[src/rtl/reg_arb_pkg.sv]
// Shared types, constants and the round-robin pick rule for reg_access_arbiter.
package reg_arb_pkg;

  // Widest configuration supported by the shared pick function and error word.
  localparam int MAX_HOSTS  = 8;
  localparam int MAX_PTR_W  = 3;
  localparam int MAX_DATA_W = 64;

  // Timeout counter width; TIMEOUT is limited to 1..255.
  localparam int CNT_W = 8;

  // Read data returned on a timeout abort; sliced down to DATA_W by the user.
  localparam logic [MAX_DATA_W-1:0] RDATA_ERR = '1;

  typedef enum logic [1:0] {
    IDLE = 2'd0,
    BUSY = 2'd1,
    DONE = 2'd2
  } arb_state_e;

  // First requesting index at or after ptr, wrapping modulo n.
  // Returns ptr unchanged when nothing is requesting; callers qualify with |req.
  function automatic logic [MAX_PTR_W-1:0] rr_pick(input logic [MAX_HOSTS-1:0] req,
                                                   input logic [MAX_PTR_W-1:0] ptr,
                                                   input int                   n);
    logic                 found;
    logic [MAX_PTR_W-1:0] idx;
    found   = 1'b0;
    rr_pick = ptr;
    for (int k = 0; k < MAX_HOSTS; k++) begin
      idx = MAX_PTR_W'((int'(ptr) + k) % n);
      if (k < n && !found && req[idx]) begin
        rr_pick = idx;
        found   = 1'b1;
      end
    end
  endfunction

endpackage

[src/rtl/reg_access_arbiter_rr_grant.sv]
// Combinational round-robin picker: chooses the next host to serve from the
// request vector, starting the search at the rotating pointer.
module rr_grant
  import reg_arb_pkg::*;
#(
  parameter int N_HOSTS = 4,
  parameter int PTR_W   = $clog2(N_HOSTS)
) (
  input  logic [N_HOSTS-1:0] req,
  input  logic [PTR_W-1:0]   ptr,
  output logic [PTR_W-1:0]   grant_idx,
  output logic               grant_valid
);

  logic [MAX_HOSTS-1:0] req_ext;
  logic [MAX_PTR_W-1:0] ptr_ext;
  logic [MAX_PTR_W-1:0] pick;

  assign req_ext = MAX_HOSTS'(req);
  assign ptr_ext = MAX_PTR_W'(ptr);

  // Pure function of the current requests and pointer; no storage here.
  always_comb begin
    pick = rr_pick(req_ext, ptr_ext, N_HOSTS);
  end

  assign grant_idx   = PTR_W'(pick);
  assign grant_valid = |req;

endmodule

[src/rtl/reg_access_arbiter.sv]
// Round-robin arbiter sharing one device-side register port among N_HOSTS
// requesters. Serialises transactions, returns read data and aborts a device
// access that does not acknowledge within TIMEOUT busy cycles.
module reg_access_arbiter
  import reg_arb_pkg::*;
#(
  parameter int N_HOSTS = 4,
  parameter int ADDR_W  = 8,
  parameter int DATA_W  = 16,
  parameter int TIMEOUT = 15
) (
  input  logic                      clk,
  input  logic                      rst,
  input  logic [N_HOSTS-1:0]        host_req,
  input  logic [N_HOSTS-1:0]        host_we,
  input  logic [N_HOSTS*ADDR_W-1:0] host_addr,
  input  logic [N_HOSTS*DATA_W-1:0] host_wdata,
  output logic [N_HOSTS-1:0]        host_ack,
  output logic                      host_err,
  output logic [DATA_W-1:0]         host_rdata,
  output logic                      dev_req,
  output logic                      dev_we,
  output logic [ADDR_W-1:0]         dev_addr,
  output logic [DATA_W-1:0]         dev_wdata,
  input  logic                      dev_ack,
  input  logic [DATA_W-1:0]         dev_rdata
);

  localparam int                PTR_W     = $clog2(N_HOSTS);
  localparam logic [PTR_W-1:0]  LAST_HOST = PTR_W'(N_HOSTS - 1);
  // Counter value in the last allowed busy cycle; an ack seen here still wins.
  localparam logic [CNT_W-1:0]  CNT_LAST  = CNT_W'(TIMEOUT - 1);
  localparam logic [DATA_W-1:0] ERR_WORD  = DATA_W'(RDATA_ERR);

  arb_state_e       state;
  logic [PTR_W-1:0] rr_ptr;
  logic [PTR_W-1:0] grant;
  logic [CNT_W-1:0] cnt;
  logic [PTR_W-1:0] pick_idx;
  logic             pick_valid;

  rr_grant #(
    .N_HOSTS (N_HOSTS),
    .PTR_W   (PTR_W)
  ) u_rr_grant (
    .req         (host_req),
    .ptr         (rr_ptr),
    .grant_idx   (pick_idx),
    .grant_valid (pick_valid)
  );

  // Arbitration FSM with every host- and device-side output registered.
  always_ff @(posedge clk or posedge rst) begin
    if (rst) begin
      state      <= IDLE;
      rr_ptr     <= '0;
      grant      <= '0;
      cnt        <= '0;
      dev_req    <= 1'b0;
      dev_we     <= 1'b0;
      dev_addr   <= '0;
      dev_wdata  <= '0;
      host_ack   <= '0;
      host_err   <= 1'b0;
      host_rdata <= '0;
    end else begin
      // NOTE: non-blocking assignments here, so the default clear of host_ack
      // below and the later set of one bit resolve to "last write wins" at the
      // edge without any ordering hazard against other clocked blocks.
      host_ack <= '0;
      unique case (state)
        IDLE: begin
          if (pick_valid) begin
            grant     <= pick_idx;
            dev_req   <= 1'b1;
            dev_we    <= host_we[pick_idx];
            dev_addr  <= host_addr[int'(pick_idx)*ADDR_W +: ADDR_W];
            dev_wdata <= host_wdata[int'(pick_idx)*DATA_W +: DATA_W];
            cnt       <= '0;
            state     <= BUSY;
          end
        end
        BUSY: begin
          if (dev_ack) begin
            host_rdata      <= dev_we ? '0 : dev_rdata;
            host_err        <= 1'b0;
            dev_req         <= 1'b0;
            host_ack[grant] <= 1'b1;
            state           <= DONE;
          end else if (cnt == CNT_LAST) begin
            host_rdata      <= ERR_WORD;
            host_err        <= 1'b1;
            dev_req         <= 1'b0;
            host_ack[grant] <= 1'b1;
            state           <= DONE;
          end else begin
            cnt <= cnt + 1'b1;
          end
        end
        DONE: begin
          rr_ptr <= (grant == LAST_HOST) ? '0 : grant + 1'b1;
          state  <= IDLE;
        end
        default: state <= IDLE;
      endcase
    end
  end

endmodule

[config.mk]
export PLATFORM = sky130hd
export DESIGN_NAME = reg_access_arbiter
export DESIGN_NICKNAME = d
export VERILOG_FILES = /design/src/rtl/reg_arb_pkg.sv /design/src/rtl/reg_access_arbiter_rr_grant.sv /design/src/rtl/reg_access_arbiter.sv
export SDC_FILE = /design/constraint.sdc
export NUM_CORES = 1
export LEC_CHECK = 0
export ABC_AREA = 1
export CAP_MARGIN = 20
export CORE_MARGIN = 2
export CORE_UTILIZATION = 25
export DETAILED_ROUTE_END_ITERATION = 6
export GPL_ROUTABILITY_DRIVEN = 0
export MAX_ROUTING_LAYER = met4
export PLACE_DENSITY = 0.6
export SYNTH_ARGS = -nofsm -noshare
export SYNTH_HDL_FRONTEND = slang
export SYNTH_SLANG_ARGS = --single-unit
[constraint.sdc]
create_clock -name clk -period 2.8 [get_ports clk]
set_input_delay 0.56 -clock clk [delete_from_list [all_inputs] [get_ports clk]]
set_output_delay 0.56 -clock clk [all_outputs]
set_load 0.005 [all_outputs]
==> flow_metrics.env, run 1 <==
export IMPL_status="finished, final reports clean"
export IMPL_antenna_cells=0
export IMPL_initial_core_util_pct=25.72
export IMPL_die_area_um2=16710
export IMPL_io_buffers=169
export IMPL_clockPowerShare_pct=16.9
export IMPL_route_final_wire_length_mm=12.87
export IMPL_hold_violations=0
export IMPL_relSlewSlack_pct=59.24
export IMPL_path_clk_slew_ns=0.06
export IMPL_syn_num_nets=725
export IMPL_dp_hpwl_mm=9.372
export IMPL_clock_root_buffer="clkbuf_16"
export IMPL_grt_overflow_total=0
export IMPL_cts_resized=0
export IMPL_finClkSkew_ns=0.005122
export IMPL_syn_inst=596
export IMPL_cts_htree_levels=3
export IMPL_drt_antenna_violating_nets=0
export IMPL_clkLatencyLatePin_ns=0.34
export IMPL_postSynthAreaPerCell_um2=6.583
export IMPL_clock_sinks=61
export IMPL_vias=4179
export IMPL_crit_arrival_ns=2.59
export IMPL_cts_inserted_buffers=9
export IMPL_area_delta_synth_final_pct=56.92
export IMPL_dr_pass1_iters=4
export IMPL_grt_pass1_wl_mm=21.07
export IMPL_ys_types=26
export IMPL_max_freq_mhz=432.7
export IMPL_setup_tns_ns=0
export IMPL_synthesis_area_um2=3924
export IMPL_fin_crit_ns=2.311
export IMPL_grt_usage_pct=16.63
export IMPL_grt_max_degree=51
export IMPL_finalMaxSlewViolations=0
export IMPL_maxCapViolCount=0
export IMPL_rows=45
export IMPL_coreArea_um2=15260
export IMPL_internal_power_mw=3.866
export IMPL_fin_crit_sh_pct=82.53
export IMPL_worstMarginPinSlew_ns=0.6105
export IMPL_seqPwrFrac_pct=21.2
export IMPL_switchingPower_mw=3.217
export IMPL_p_sw_share_pct=45.42
export IMPL_postCtsHoldBufs=0
export IMPL_cts_setup_buffers=0
export IMPL_slowest_delay_ns=0.61
export IMPL_drt_initial_drc_count=162
export IMPL_crit_chain="inv_2, nand2_1, nand2_2, nand2_2, nand2_4, nor2_8, nand2_4, nand2_4, buf_12, nand3_1, nand2_1, nand2_1, nand2_1, nand2_1, nand2_1"
export IMPL_cts_tree="done"
export IMPL_ys_seq_area_share_pct=38.90
export IMPL_worst_path_most_repeated_cell="nand2_1"
export IMPL_ys_warn_count=0
export IMPL_crit_slowest_cell="dfrtp_1"
export IMPL_cp_end_kind="register"
export IMPL_antenna_found_initial=0
export IMPL_crit_path_max_fanout=50
export IMPL_final_nets=887
export IMPL_avgViaCountPerCell=4.291
export IMPL_crit_buf_inv=2
export IMPL_synth_seq_cells=61
export IMPL_p_leak_nw=3.062
export IMPL_setup_violations=0
export IMPL_fin_ws_ns=0.4890
export IMPL_dp_slack_ns=0.2493
export IMPL_grt_pass1_vias=4226
export IMPL_wl_per_cell_um=13.21
export IMPL_p_per_area_nw_per_um2=1150
export IMPL_drc=0
export IMPL_critical_path_top_delay_family="simple AND/OR/NAND/NOR gates"
export IMPL_combPwrFrac_pct=61.9
export IMPL_cp_data_required_time_ns=3.08
export IMPL_clk_path_buf_depth=2
export IMPL_fill_cells=1616
export IMPL_ios=170
export IMPL_die_x_um=129.3
export IMPL_rsz0062_at_grt="no"
export IMPL_die_h_um=129.3
export IMPL_crit_path_start_kind="register"
export IMPL_hp_class="reg -> reg"
export IMPL_vdd_drop_max_v=0.0005602
export IMPL_path_class="reg -> reg"
export IMPL_drive_gt1_share_pct=6.553
[power groups by stage]
stage                     combinational (mW)  sequential, mW  clock, mW
after floorplan                         2.92            1.48          0
after global placement                  4.46            1.51          0
after detailed placement                4.47            1.51          0
after CTS                               4.49            1.50       1.23
after global routing                    5.01            1.55       1.27
final                                   4.39            1.50       1.20
[logic make-up (layout without fill, tap and decap cells)]
logic type | Yosys count | in the layout | share of synthesized area [%]
adder cells (fa/ha/maj) | 6 | 6 | 1.913
buffers and inverters | 59 | 226 | 7.685
AO/OA/AOI/OAI | 31 | 31 | 4.209
AND/OR/NAND/NOR | 436 | 436 | 46.62
XOR/XNOR | 3 | 3 | 0.6698
flip-flops | 61 | 61 | 38.90
[path summary, 6_finish.rpt]
path	from	end	slack [ns]	depth (start not counted)
min in group asynchronous	rst	host_rdata[1]	0.62	2
worst max register to register	rr_ptr[0]	dev_wdata[6]	0.49	15
worst min-delay path	dev_req	dev_req	0.47	2
max in group asynchronous	rst	cnt[2]	1.61	3
worst max-delay path	rr_ptr[0]	dev_wdata[6]	0.49	15
worst min register to register	dev_req	dev_req	0.47	2
[cell usage after synthesis, drive strengths merged]
| cell | number | share of area, % |
|---|---|---|
| a21oi | 19 | 2.4 |
| clkbuf | 5 | 0.48 |
| o21ai | 8 | 1.0 |
| nor2 | 29 | 3.2 |
| dfrtp | 61 | 39 |
| nor3 | 1 | 0.13 |
| buf | 25 | 4.4 |
| nand3 | 66 | 9.1 |
| inv | 26 | 2.6 |
| xnor2 | 2 | 0.45 |
| clkinv | 3 | 0.29 |
| nand2 | 337 | 34 |
| ha | 6 | 1.9 |
| o31ai | 4 | 0.77 |
| nand4 | 3 | 0.48 |
| xor2 | 1 | 0.22 |
[state kept, by name, summed over array words and instances, names as in the netlist]
signal      flops
rr_ptr          2
grant           2
dev_req         1
state           2
host_rdata     16
dev_addr        8
host_ack        4
dev_wdata      16
host_err        1
cnt             8
dev_we          1
[worst reg2reg max path: cells and delay by family (launching register included)]
family,cells,cell delay (ns)
buffers and inverters,2,0.43
DFF,1,0.61
and+or+nand+nor,13,1.19
[routing by layer]
metal,GRT usage (%),wire [µm],vias to the layer above
met3,4.583,703,24
li1,-,-,2178
met2,27.00,6192,115
met5,-,0,-
met4,6.202,292,0
met1,19.70,5681,1862
[final cells by class]
class / count / area (µm²) / share of cell area, %
multi-input cells: 476 / 2096 / 34.04
well taps: 211 / 264.0 / 4.288
inverters: 29 / 111.4 / 1.809
clock inverters: 6 / 86.33 / 1.402
repair buffers: 181 / 1844 / 29.95
clock buffers: 10 / 229.0 / 3.719
flip-flops and latches: 61 / 1526 / 24.79
[metrics by stage]
stage	cells	instance area (µm²)	power (mW)	hold slack (ns)	util (%)
2_1_floorplan	596	3924	4.405	0.4569	-
3_3_place_gp	958	5842	5.967	0.4581	38.29
3_5_place_dp	958	5842	5.984	0.4657	38.29
4_1_cts	974	6157	7.226	0.4770	40.35
5_1_grt	974	6157	7.834	0.4932	40.35
6_report	974	6157	7.083	0.4736	40.35
[placed cells by master (no fill, tap or decap), types with 3 or more instances in the layout]
cell type	n
a21oi_1	19
buf_12	5
buf_4	7
clkbuf_16	9
clkdlybuf4s50_1	169
clkinv_1	3
dfrtp_1	61
ha_1	6
inv_1	21
inv_2	4
nand2_1	324
nand2_2	8
nand2_4	5
nand3_1	62
nand3_2	3
nand4_1	3
nor2_1	28
o21ai_0	8
o31ai_1	4
(Power assumes the default switching activity.)
==> run 2: changes to the inputs <==
Settings changed: PLACE_DENSITY 0.6 to 0.62.
Clock period 2.8 ns to 1.9 ns, I/O delays scaled along.
==> flow_metrics.env, run 2 (synthesis gave the netlist of run 1 again) <==
export IMPL_grt_usage_pct=16.82
export IMPL_cp_end_kind="register"
export IMPL_place_area_um2=6060
export IMPL_vias=4319
export IMPL_wl_per_cell_um=13.06
export IMPL_cts_tree="done"
export IMPL_drt_antenna_violating_nets=0
export IMPL_layout_commonest_cell="nand2_1"
export IMPL_grt_max_degree=37
export IMPL_relSlewSlack_pct=65.87
export IMPL_slowest_delay_ns=0.44
export IMPL_worstReg2RegStart="rr_ptr[0]"
export IMPL_grt_pass1_wl_mm=21.45
export IMPL_drive_gt1_share_pct=11.32
export IMPL_fin_ws_ns=-0.06427
export IMPL_cp_data_required_time_ns=2.12
export IMPL_grt_overflow_total=0
export IMPL_crit_slowest_cell="clkdlybuf4s50_1"
export IMPL_fin_hold_ws_ns=0.4071
export IMPL_multi_input_area_um2=2133
export IMPL_die_area_um2=16710
export IMPL_fin_crit_ns=1.964
export IMPL_path_clk_slew_ns=0.06
export IMPL_violations="negative setup slack"
export IMPL_initial_core_util_pct=25.72
export IMPL_ios=170
export IMPL_cts_inserted_buffers=9
export IMPL_clock_sinks=61
export IMPL_avgViaCountPerCell=4.293
export IMPL_clock_root_buffer="clkbuf_16"
export IMPL_p_leak_nw=3.274
export IMPL_reg2reg_to="dev_wdata[3]"
export IMPL_rrSetupSlack_ns=-0.06
export IMPL_clk_path_buf_depth=2
export IMPL_finalMaxSlewViolations=0
export IMPL_antenna_cells=0
export IMPL_worstRegToRegCells=16
export IMPL_drt_initial_drc_count=199
export IMPL_status="complete, but fails checks"
export IMPL_final_nets=919
export IMPL_fin_crit_sh_pct=103.4
export IMPL_path_class="in -> reg"
export IMPL_crit_path_start_kind="input port"
export IMPL_seq_area_um2=1529
export IMPL_worstMarginPinSlew_ns=0.5113
export IMPL_crit_path_max_fanout=17
export IMPL_dr_pass1_iters=4
export IMPL_postCtsHoldBufs=0
export IMPL_rows=45
export IMPL_rsz0062_at_grt="yes"
export IMPL_top_regs="dev_wdata: 16 flops, host_rdata: 16 flops"
export IMPL_design_area_um2=6558
export IMPL_p_per_area_nw_per_um2=1780
export IMPL_dp_hpwl_mm=9.761
export IMPL_cts_htree_levels=3
export IMPL_setup_violations=25
export IMPL_area_delta_synth_final_pct=67.12
export IMPL_antenna_found_initial=0
export IMPL_maxCapViolCount=0
export IMPL_hp_class="in -> async"
export IMPL_crit_chain="clkdlybuf4s50_1, nand2_1, nand3_2, nand2_2, inv_2, nor2_8, nand2_4, nand2_8, nand2_8, buf_12, nand2_1, nand2_2, nand2_1, nand2_1, nand2_1, nand2_1"
export IMPL_worst_path_most_repeated_cell="nand2_1"
export IMPL_die_x_um=129.3
export IMPL_io_buffers=169
export IMPL_layout_common_cells="nand2_1, clkdlybuf4s50_1, nand3_1, dfrtp_1, buf_4"
export IMPL_vdd_drop_max_v=0.0007077
export IMPL_fill_cells=1592
export IMPL_crit_arrival_ns=2.18
export IMPL_coreArea_um2=15260
export IMPL_finClkSkew_ns=0.005369
export IMPL_die_h_um=129.3
export IMPL_route_final_wire_length_mm=13.13
export IMPL_hold_violations=0
export IMPL_grt_pass1_vias=4342
export IMPL_drc=0
export IMPL_clkLatencyLatePin_ns=0.32
export IMPL_max_freq_mhz=509.1
-- run 2: changes by cell type in the layout (fill, tap and decap cells not counted), moves of 2 or more --
cell / before / now
clkbuf_8: 0 / 2
dfrtp_1: 61 / 59
dfrtp_2: 0 / 2
nand2_1: 324 / 320
nand2_2: 8 / 11
buf_4: 7 / 32
buf_12: 5 / 8
clkinv_4: 0 / 2
nand2_8: 0 / 2
clkinv_2: 2 / 0
buf_6: 0 / 3
-- run 2: stage by stage --
stage          cells  TNS [ns]  worst slack (ns)  utilization (%)  power (mW)
3_5_place_dp     982    -9.876           -0.3656            39.71       9.397
6_report        1006   -0.9574          -0.06427            42.98       11.67
4_1_cts         1002   -0.5970          -0.05663            42.64       11.76
3_3_place_gp     982    -9.622           -0.3563            39.71       9.369
5_1_grt         1006    -5.000           -0.2267            42.98       12.79
2_1_floorplan    596         0          0.006955                -       6.492
-- run 2: area by class of cell --
type / count / share of cell area, %
multi-input combinational: 476 / 32.53
tap: 211 / 4.026
clock inverter: 5 / 1.622
inverter: 29 / 1.774
sequential: 61 / 23.32
timing repair buffer: 213 / 32.88
clock buffer: 11 / 3.854
-- run 2: layer usage --
layer | routed length [µm] | part of all wire [%] | track usage, % | vias up
li1 | - | - | - | 2249
met1 | 5809 | 44 | 20.05 | 1935
met2 | 6471 | 49 | 28.61 | 118
met3 | 633 | 4.8 | 3.716 | 17
met4 | 220 | 1.7 | 4.731 | 0
met5 | 0 | 0 | - | -
-- run 2: power breakdown --
part / internal [mW] / total (mW) / switching, mW
registers: 1.86 / 2.20 / 0.344
clock network: 1.35 / 1.95 / 0.596
logic: 3.48 / 7.52 / 4.04
total: 6.69 / 11.7 / 4.98
-- run 2: worst max-delay path: cells and delay by family --
family	cells	cell delay [ns]
and+or+nand+nor	13	1.11
buffers and inverters	3	0.66
-- run 2: worst max-delay path by stage --
stage,start,end,slack [ns],cells past startpoint
2_1_floorplan,rst,cnt[0],0.007,1
3_3_place_gp,host_req[3],dev_wdata[3],-0.36,16
3_5_place_dp,host_req[3],dev_wdata[3],-0.37,16
4_1_cts,rr_ptr[0],dev_wdata[3],-0.06,17
5_1_grt,rr_ptr[0],dev_addr[4],-0.23,17
6_report,host_req[1],dev_wdata[3],-0.06,16
-- run 2: what timing repair did --
action                                  CTS  global route
gates resized for setup                  10             7
gates cloned                              1             0
endpoints found under the setup margin   26            30
pin swaps                                 4             1
buffers inserted                          3             4
==> run 3: changes to the inputs <==
Settings changed: PLACE_DENSITY 0.62 to 0.63, SYNTH_HIERARCHICAL from default to 1.
==> flow_metrics.env, run 3 <==
export IMPL_status="complete, but fails checks"
export IMPL_violations="negative setup slack"
export IMPL_top_regs="dev_wdata: 16 flops, host_rdata: 16 flops"
export IMPL_route_final_wire_length_mm=12.52
export IMPL_die_h_um=123.5
export IMPL_cts_inserted_buffers=9
export IMPL_antenna_cells=0
export IMPL_initial_core_util_pct=25.64
export IMPL_cts_htree_levels=3
export IMPL_vias=3975
export IMPL_crit_path_start_kind="register"
export IMPL_avgViaCountPerCell=4.585
export IMPL_clk_path_buf_depth=2
export IMPL_setup_violations=26
export IMPL_synthTopCellsByArea="dfrtp_1, nand2_1, nor2_1, o21ai_0, o22ai_1"
export IMPL_die_x_um=123.5
export IMPL_synth_seq_cells=61
export IMPL_layout_common_cells="clkdlybuf4s50_1, nand2_1, nor2_1, dfrtp_1, o21ai_0"
export IMPL_ys_types=32
export IMPL_drive_gt1_share_pct=13.39
export IMPL_drt_initial_drc_count=166
export IMPL_drc=0
export IMPL_hold_violations=0
export IMPL_hp_class="in -> async"
export IMPL_rsz0062_at_grt="yes"
export IMPL_finClkSkew_ns=0.008750
export IMPL_placed_cells=845
export IMPL_async_flop_share_pct=100.0
export IMPL_fin_crit_ns=2.087
export IMPL_place_area_um2=5594
export IMPL_postSynthAreaPerCell_um2=7.144
export IMPL_reg2reg_to="dev_wdata[6]"
export IMPL_fin_hold_ws_ns=0.4498
export IMPL_fin_ws_ns=-0.1873
export IMPL_worstReg2RegStart="rr_ptr[0]"
export IMPL_design_area_um2=6137
export IMPL_path_clk_slew_ns=0.06
export IMPL_worstMarginPinSlew_ns=0.4846
export IMPL_grt_max_degree=62
export IMPL_synth_most_common_cell="nand2_1"
export IMPL_grt_pass1_vias=3839
export IMPL_cp_data_required_time_ns=2.16
export IMPL_rrSetupSlack_ns=-0.19
export IMPL_syn_inst=500
export IMPL_clock_sinks=61
export IMPL_max_freq_mhz=479.1
export IMPL_synth_edf_count=0
export IMPL_wl_per_cell_um=14.44
export IMPL_grt_pass1_wl_mm=19.20
export IMPL_vdd_drop_max_v=0.0007711
export IMPL_synthFlopType="dfrtp_1"
export IMPL_syn_num_nets=629
export IMPL_synthTopCellsByCount="nand2_1, nor2_1, dfrtp_1"
export IMPL_p_per_area_nw_per_um2=1949
export IMPL_finalMaxSlewViolations=0
export IMPL_grt_overflow_total=0
export IMPL_synthDominantCellAreaShare_pct=42.73
export IMPL_layout_commonest_cell="clkdlybuf4s50_1"
export IMPL_clkLatencyLatePin_ns=0.32
export IMPL_relSlewSlack_pct=67.65
export IMPL_coreArea_um2=13930
export IMPL_final_nets=812
export IMPL_crit_arrival_ns=2.35
export IMPL_ios=170
export IMPL_ys_warn_count=6
export IMPL_dr_pass1_iters=6
export IMPL_drt_antenna_violating_nets=0
export IMPL_area_delta_synth_final_pct=71.80
export IMPL_clock_root_buffer="clkbuf_16"
export IMPL_path_class="reg -> reg"
export IMPL_final_cells=867
export IMPL_p_leak_nw=2.776
export IMPL_cts_tree="done"
export IMPL_rows=43
export IMPL_worstRegToRegCells=15
export IMPL_io_buffers=169
export IMPL_synthesis_area_um2=3572
export IMPL_antenna_found_initial=0
export IMPL_ys_seq_area_share_pct=42.73
export IMPL_dp_hpwl_mm=8.859
export IMPL_cp_end_kind="register"
export IMPL_grt_usage_pct=16.69
export IMPL_synth_top_area_cell="dfrtp_1"
export IMPL_die_area_um2=15260
export IMPL_crit_path_max_fanout=25
export IMPL_fin_crit_sh_pct=109.9
export IMPL_maxCapViolCount=0
run 3: cell count changes in the layout (fill, tap and decap cells not counted), moves of 4 or more:
cell	before	now
buf_4	32	13
nand2_1	320	131
nand3_1	61	16
nor2_1	28	97
o21ai_0	8	25
o21ai_1	0	23
o21ai_2	0	7
o22ai_1	0	23
o31ai_1	4	0
run 3: worst max-delay path by stage:
stage,from,end,slack [ns],cells past startpoint
finish,rr_ptr[0],dev_wdata[6],-0.19,15
global route,rr_ptr[0],dev_we,-0.33,16
CTS,rr_ptr[0],dev_wdata[15],-0.13,14
detailed placement,host_req[0],dev_addr[3],-0.51,15
global placement,host_req[0],dev_wdata[15],-0.46,14
floorplan,rst,cnt[0],0.007,1
run 3: per-stage QoR:
stage	setup TNS [ns]	setup WS, ns	power [mW]	utilization, %
final	-3.793	-0.1873	11.96	44.04
after global routing	-7.847	-0.3342	13.01	44.04
after CTS	-2.580	-0.1303	10.83	42.34
after detailed placement	-12.32	-0.5097	9.138	40.15
after global placement	-11.11	-0.4563	8.971	40.15
after floorplan	0	0.006955	6.252	-
run 3: kinds of logic (layout without fill, tap and decap cells):
| family | count (synthesis) | in the layout | synth area share (%) |
|---|---|---|---|
| buf+inv | 54 | 241 | 7.110 |
| simple gates | 276 | 276 | 32.19 |
| compound gates | 99 | 99 | 14.82 |
| fa+ha+maj | 6 | 6 | 2.102 |
| flops | 61 | 61 | 42.73 |
| mux | 1 | 1 | 0.3152 |
| xor+xnor | 3 | 3 | 0.7357 |
run 3: what timing repair did:
item	CTS	global route
pin swaps	0	3
buffers inserted	2	1
endpoints found under the setup margin	26	26
hold buffers	0	0
gates cloned	0	4
gates resized for setup	15	55
run 3: layer usage:
metal	vias up	track usage, %	wire (µm)
met2	147	26.72	6160
met1	1817	20.78	5372
li1	1989	-	-
met5	-	-	0
met3	22	3.644	747
met4	0	5.895	237
run 3: area by class of cell:
type | instances | area, µm²
Tap cell | 180 | 225.2
Sequential cell | 61 | 1529
Clock buffer | 9 | 225.2
Multi-Input combinational cell | 385 | 1907
Clock inverter | 6 | 41.29
Timing Repair Buffer | 197 | 2088
Inverter | 29 | 121.4
Fill cell | 1374 | 7797
run 3: critical path, cell delays in order (launching register included):
cell	delay (ns)
dfrtp_2	0.47
buf_12	0.16
nand2_2	0.07
nand2_1	0.06
nand2_1	0.07
nand2_2	0.06
inv_2	0.07
nand4_4	0.11
inv_2	0.08
nand2_1	0.08
nand2_4	0.17
clkbuf_16	0.23
o21ai_0	0.10
o22ai_1	0.16
nand2_1	0.07
nand2_1	0.05
run 3: report_power, final:
group / internal [mW] / switching [mW]
clock: 0.870 / 0.582
combinational: 3.91 / 4.32
sequential: 1.89 / 0.380
total: 6.67 / 5.29
